**config.mk**
```make
export PLATFORM = sky130hd
export DESIGN_NAME = tinyml_display_dma_sched
export DESIGN_NICKNAME = d
export VERILOG_FILES = /design/src/rtl/tinyml_display_dma_sched.sv
export SDC_FILE = /design/constraint.sdc
export NUM_CORES = 1
export LEC_CHECK = 0
export BUFFER_PORTS_ARGS = -buffer_cell sky130_fd_sc_hd__buf_4
export CAP_MARGIN = 5
export CORE_MARGIN = 2
export CORE_UTILIZATION = 55
export DETAILED_ROUTE_END_ITERATION = 12
export PLACE_DENSITY = 0.73
export SYNTH_ARGS = -nofsm -noshare
export SYNTH_HDL_FRONTEND = slang
export SYNTH_SLANG_ARGS = --single-unit
```
**constraint.sdc**
```tcl
create_clock -name clk -period 6.5 [get_ports clk]
set_input_delay 0.325 -clock clk [delete_from_list [all_inputs] [get_ports clk]]
set_output_delay 0.325 -clock clk [all_outputs]
set_load 0.02 [all_outputs]
```
**src/rtl/tinyml_display_dma_sched.sv**
```systemverilog
// ----------------------------------------------------------------------------
// tinyml_display_dma_sched
// Frame-level read scheduler for the display DMA path. On each display frame
// start (vs_fall) it picks the newest completed frame buffer, then issues burst
// read commands to the DMA engine. A burst is only issued when the display FIFO
// can hold it together with all words already requested but not yet delivered.
//
// Ports
//   clk, rst_n        clock, asynchronous active-low reset
//   enable            scheduler runs while high
//   vs_fall           1-cycle pulse, display frame start
//   wr_buf_done/idx   writer finished buffer wr_buf_idx
//   fifo_level        display FIFO occupancy in words
//   data_beat         one read word accepted into the display path
//   cmd_valid/ready   read command handshake
//   cmd_addr/cmd_len  burst start byte address / burst length minus 1
//   rd_buf_idx        buffer currently being read
//   frame_active      high from frame start until the last word arrives
//   frame_done        1-cycle pulse after the last word of a frame
//   late_frame        sticky: frame start seen while a frame was active
//   late_count        saturating count of such late frame starts
// ----------------------------------------------------------------------------
module tinyml_display_dma_sched #(
    parameter int                FRAME_WIDTH  = 640,
    parameter int                FRAME_HEIGHT = 480,
    parameter int                BURST_WORDS  = 64,
    parameter int                FIFO_DEPTH   = 1024,
    parameter int                ADDR_W       = 32,
    parameter logic [ADDR_W-1:0] BUF_BASE     = 32'h0100_0000,
    parameter logic [ADDR_W-1:0] BUF_STRIDE   = 32'h0010_0000,
    localparam int               LVL_W        = $clog2(FIFO_DEPTH) + 1
) (
    input  logic              clk,
    input  logic              rst_n,
    input  logic              enable,
    input  logic              vs_fall,
    input  logic              wr_buf_done,
    input  logic [1:0]        wr_buf_idx,
    input  logic [LVL_W-1:0]  fifo_level,
    input  logic              data_beat,
    output logic              cmd_valid,
    input  logic              cmd_ready,
    output logic [ADDR_W-1:0] cmd_addr,
    output logic [7:0]        cmd_len,
    output logic [1:0]        rd_buf_idx,
    output logic              frame_active,
    output logic              frame_done,
    output logic              late_frame,
    output logic [15:0]       late_count
);
    localparam int WORDS = FRAME_WIDTH * FRAME_HEIGHT / 2;
    localparam int CW    = $clog2(WORDS) + 1;

    typedef enum logic [2:0] {S_IDLE, S_ARM, S_CREDIT, S_BURST, S_DRAIN} state_t;

    state_t            r_state;
    state_t            w_state_next;
    logic [ADDR_W-1:0] r_addr;
    logic [CW-1:0]     r_remaining;
    logic [CW-1:0]     r_outstanding;
    logic [8:0]        r_burst;        // words in the pending burst (1..256)
    logic [7:0]        r_len_m1;
    logic [1:0]        r_latest;
    logic              r_new_avail;
    logic [1:0]        r_rd_idx;
    logic              r_frame_active;
    logic              r_frame_done;
    logic              r_late_frame;
    logic [15:0]       r_late_count;

    logic [8:0]        w_len;
    logic [31:0]       w_need;
    logic              w_credit_ok;
    logic              w_start;
    logic              w_handshake;
    logic              w_drain_done;
    logic              w_late;
    logic [1:0]        w_sel_idx;
    logic [CW-1:0]     w_inc;
    logic [CW-1:0]     w_dec;

    always_comb begin
        if (32'(r_remaining) < 32'(BURST_WORDS)) w_len = 9'(r_remaining);
        else                                     w_len = 9'(BURST_WORDS);
    end

    // Credit counts words already requested but not yet delivered, so the
    // FIFO can never be overrun by data that is still in flight.
    assign w_need       = 32'(fifo_level) + 32'(r_outstanding) + 32'(w_len);
    assign w_credit_ok  = (w_need <= 32'(FIFO_DEPTH));
    assign w_start      = (r_state == S_ARM) && enable && vs_fall;
    assign w_handshake  = (r_state == S_BURST) && cmd_ready;
    assign w_drain_done = (r_state == S_DRAIN) && (r_outstanding == '0);
    assign w_late       = vs_fall && ((r_state == S_CREDIT) || (r_state == S_BURST) ||
                                      (r_state == S_DRAIN));
    // A completion arriving in the same cycle as the frame start wins.
    assign w_sel_idx    = wr_buf_done ? wr_buf_idx : (r_new_avail ? r_latest : r_rd_idx);
    assign w_inc        = w_handshake ? CW'(r_burst) : '0;
    // Beats with nothing outstanding are ignored so the counter never wraps.
    assign w_dec        = (data_beat && (r_outstanding != '0)) ? CW'(1) : '0;

    always_ff @(posedge clk or negedge rst_n) begin
        if (!rst_n) r_state <= S_IDLE;
        else        r_state <= w_state_next;
    end

    always_comb begin
        w_state_next = r_state;
        cmd_valid    = 1'b0;
        case (r_state)
            S_IDLE:   if (enable) w_state_next = S_ARM;
            S_ARM: begin
                if (!enable)      w_state_next = S_IDLE;
                else if (vs_fall) w_state_next = S_CREDIT;
            end
            S_CREDIT: if (w_credit_ok) w_state_next = S_BURST;
            S_BURST: begin
                cmd_valid = 1'b1;
                if (cmd_ready)
                    w_state_next = (32'(r_remaining) > 32'(r_burst)) ? S_CREDIT : S_DRAIN;
            end
            S_DRAIN:  if (r_outstanding == '0) w_state_next = S_ARM;
            default:  w_state_next = S_IDLE;
        endcase
    end

    always_ff @(posedge clk or negedge rst_n) begin
        if (!rst_n) begin
            r_addr         <= '0;
            r_remaining    <= '0;
            r_outstanding  <= '0;
            r_burst        <= '0;
            r_len_m1       <= '0;
            r_latest       <= '0;
            r_new_avail    <= 1'b0;
            r_rd_idx       <= '0;
            r_frame_active <= 1'b0;
            r_frame_done   <= 1'b0;
            r_late_frame   <= 1'b0;
            r_late_count   <= '0;
        end else begin
            if (wr_buf_done) r_latest <= wr_buf_idx;

            if (w_start) begin
                r_new_avail    <= 1'b0;
                r_rd_idx       <= w_sel_idx;
                r_addr         <= BUF_BASE + ADDR_W'(w_sel_idx) * BUF_STRIDE;
                r_remaining    <= CW'(WORDS);
                r_frame_active <= 1'b1;
            end else if (wr_buf_done) begin
                r_new_avail    <= 1'b1;
            end

            if ((r_state == S_CREDIT) && w_credit_ok) begin
                r_burst  <= w_len;
                r_len_m1 <= 8'(w_len - 9'd1);
            end

            if (w_handshake) begin
                r_addr      <= r_addr + (ADDR_W'(r_burst) << 3);
                r_remaining <= r_remaining - CW'(r_burst);
            end

            r_outstanding <= r_outstanding + w_inc - w_dec;

            r_frame_done <= w_drain_done;
            if (w_drain_done) r_frame_active <= 1'b0;

            if (w_late) begin
                r_late_frame <= 1'b1;
                if (r_late_count != 16'hFFFF) r_late_count <= r_late_count + 16'd1;
            end
        end
    end

    assign cmd_addr     = r_addr;
    assign cmd_len      = r_len_m1;
    assign rd_buf_idx   = r_rd_idx;
    assign frame_active = r_frame_active;
    assign frame_done   = r_frame_done;
    assign late_frame   = r_late_frame;
    assign late_count   = r_late_count;
endmodule

```
==> run metrics <==
fin nets=994; layout cells sized above 1=13.84%; P&R area growth vs syn=13.90%; postcts setup bufs=0; die area=14750 µm²; number of synthesized register bits=111; Worst path depth=19; most frequent cells in the layout=dfrtp_1, buf_4, inv_1; gpl congestion=0.9118; ys async rst share=100.0%; antenna viol nets, final=0; status=completed; Total GRT Usage=24.56%; max_slew headroom=13.57%; R2R cell count=19; Resized cells post-CTS=0; part of the Yosys area used for sequential elements=36.62%; crit-path max cell delay=0.91 ns; die height=121.4 µm; clock root cell=clkbuf_16; CTS tree=yes; initial antenna violation count=0; ys flop type=dfrtp_1; vias in the first global route=6070; commonest non-fill, non-tap cell in the layout=dfrtp_1; CTS Buffer Depth=2; Final Slew Violations=0; RSZ-0062 raised after global routing=false; Worst-Skew Late Latency=0.36 ns; antenna cells=0; CP Class=register to register; slowest cell on the critical path=nor4_4; synth warn=0; CP max FO=13; port buffer count=78; footprint of the multi-input gates=4407 µm²; clk sink count=111; Cells after Synth=812; clock transition at the registers of the reported paths=0.08 ns; register area=2778 µm²; worst hold path type=input pin to asynchronous set/reset pin; vias per cell=5.780; Top Ports=82; # rows=42; drt first pass iters=5; max-cap viol count=0; min Tclk post-route=5.420 ns; number of synthesized flops with an enable pin=0; H-Tree Depth=3; Pwr Total=4049 µW; first-pass GRT wire length=28.89 mm; WP data required=6.74 ns; Die X=121.4 µm; Lkg Pwr=0.004182 µW; crit end category=register; core area=13350 µm²; Fin Hold WS=0.008674 ns; Fill cells=1125; final hold vios=0; FMAX=184.5 MHz; Synth cell types=65; CTS buffer count=9; measured slew at the worst slew-check pin=1.296 ns; Mean Syn Cell Area=9.342 µm²; Worst Path Buf+Inv=3; CP startpoint kind=register; fin crit share=83.38%; HPWL after DPL=12.94 mm; routed wire length=17.26 mm; setup TNS=0 ns; wire length per cell=16.10 µm; Initial Util=56.83%; Hold Buf Count CTS=0; CP arrival=5.66 ns; worst vdd ir=0.2011 mV; # setup viols final=0; grt ovf=0; Power Density=468.6 nW/µm²; area of the mapped netlist=7586 µm²; DRT iter0 DRCs=295; # DRC=0; Vias=6196; largest net degree at the start of global routing=59; worst clock skew=0.009756 ns; Crit path max-delay family=simple AND/OR/NAND/NOR gates; crit path cell chain=or3_1 > or3_1 > nand3b_1 > nor4_2 > buf_4 > nand2_1 > inv_1 > fa_1 > ha_1 > inv_1 > fa_1 > nor2b_1 > o2111ai_1 > nand3b_1 > a31oi_1 > xor2_1 > a41oi_1 > nor4_4 > mux2_2
==> worst register-to-register path: stages (launching register included) <==
cell and delay, ns:
dfrtp_1 0.39, or3_1 0.40, or3_1 0.36, nand3b_1 0.23, nor4_2 0.16, buf_4 0.21, nand2_1 0.11, inv_1 0.11
fa_1 0.42, ha_1 0.22, inv_1 0.07, fa_1 0.21, nor2b_1 0.07, o2111ai_1 0.22, nand3b_1 0.15, a31oi_1 0.22
xor2_1 0.19, a41oi_1 0.24, nor4_4 0.91, mux2_2 0.42
==> metrics by stage <==
| stage | area (µm²) | utilization (%) | setup WS [ns] | std cells |
|---|---|---|---|---|
| 2_1_floorplan | 7601 | - | 1.735 | 816 |
| 3_3_place_gp | 8343 | 62.50 | 1.309 | 1056 |
| 3_5_place_dp | 8343 | 62.50 | 1.146 | 1056 |
| 4_1_cts | 8641 | 64.74 | 1.116 | 1072 |
| 5_1_grt | 8641 | 64.74 | 0.7253 | 1072 |
| 6_report | 8641 | 64.74 | 1.080 | 1072 |
==> state kept, by name, summed over array words and instances, names as in the netlist <==
| register | cells |
|---|---|
| cmd_addr | 29 |
| r_outstanding | 19 |
| r_remaining | 19 |
| late_count | 16 |
| r_burst | 9 |
| cmd_len | 8 |
| r_state | 3 |
| r_latest | 2 |
| rd_buf_idx | 2 |
| frame_active | 1 |
| frame_done | 1 |
| late_frame | 1 |
| r_new_avail | 1 |
==> cell families after synthesis <==
family                   synth area share [%]
flip-flops                              36.62
adder cells (fa/ha/maj)                 14.98
buffers and inverters                   5.492
AO/OA/AOI/OAI                           14.02
XOR/XNOR                                6.350
multiplexers                            4.536
AND/OR/NAND/NOR                         17.96
other                                 0.04943
==> final timing paths <==
kind                       slack (ns)               to             from
max                              1.08       r_burst[0]  r_remaining[13]
min                             0.009    late_count[4]            rst_n
max reg2reg                      1.08       r_burst[0]  r_remaining[13]
min reg2reg                      0.47  r_remaining[13]  r_remaining[13]
max in group asynchronous        5.29      cmd_addr[4]            rst_n
min in group clk                 0.19      r_latest[0]    wr_buf_idx[0]
==> report_power, final <==
| part | internal, µW | switching (µW) |
|---|---|---|
| Clock | 281 | 278 |
| Combinational | 1030 | 1300 |
| Sequential | 903 | 257 |
==> layout make-up <==
cell class / instances / share of cell area [%]
Multi-Input combinational cell: 604 / 51.00
Sequential cell: 111 / 32.15
Timing Repair Buffer: 85 / 7.385
Inverter: 80 / 3.475
Clock buffer: 10 / 2.766
Tap cell: 176 / 2.549
Clock inverter: 6 / 0.6806
==> cell usage after synthesis, drive strengths merged (8+ instances only) <==
| library cell | number | area (µm²) |
|---|---|---|
| a21o | 12 | 90.09 |
| a21oi | 24 | 120.1 |
| and3 | 16 | 101.4 |
| buf | 8 | 67.56 |
| clkbuf | 13 | 48.80 |
| dfrtp | 111 | 2778 |
| fa | 13 | 260.3 |
| ha | 70 | 875.8 |
| inv | 80 | 300.3 |
| mux2 | 10 | 123.9 |
| mux2i | 22 | 220.2 |
| nand2 | 78 | 292.8 |
| nand3 | 45 | 225.2 |
| nor2 | 46 | 175.2 |
| nor2b | 10 | 62.56 |
| nor3 | 30 | 150.1 |
| nor4 | 10 | 90.08 |
| o211ai | 9 | 72.57 |
| o21a | 8 | 60.06 |
| o21ai | 39 | 195.2 |
| o31ai | 10 | 75.07 |
| o41ai | 9 | 78.83 |
| xnor2 | 38 | 332.8 |
| xor2 | 17 | 148.9 |
==> routing by layer <==
metal  GRT usage [%]  vias up  wire length (µm)
met5               0        -                 0
met4           7.328        0               304
met3           3.618       23               608
met2           41.40      127              8518
met1           32.86     3028              7831
li1                -     3018                 -
Power figures use the tool's default switching activity.
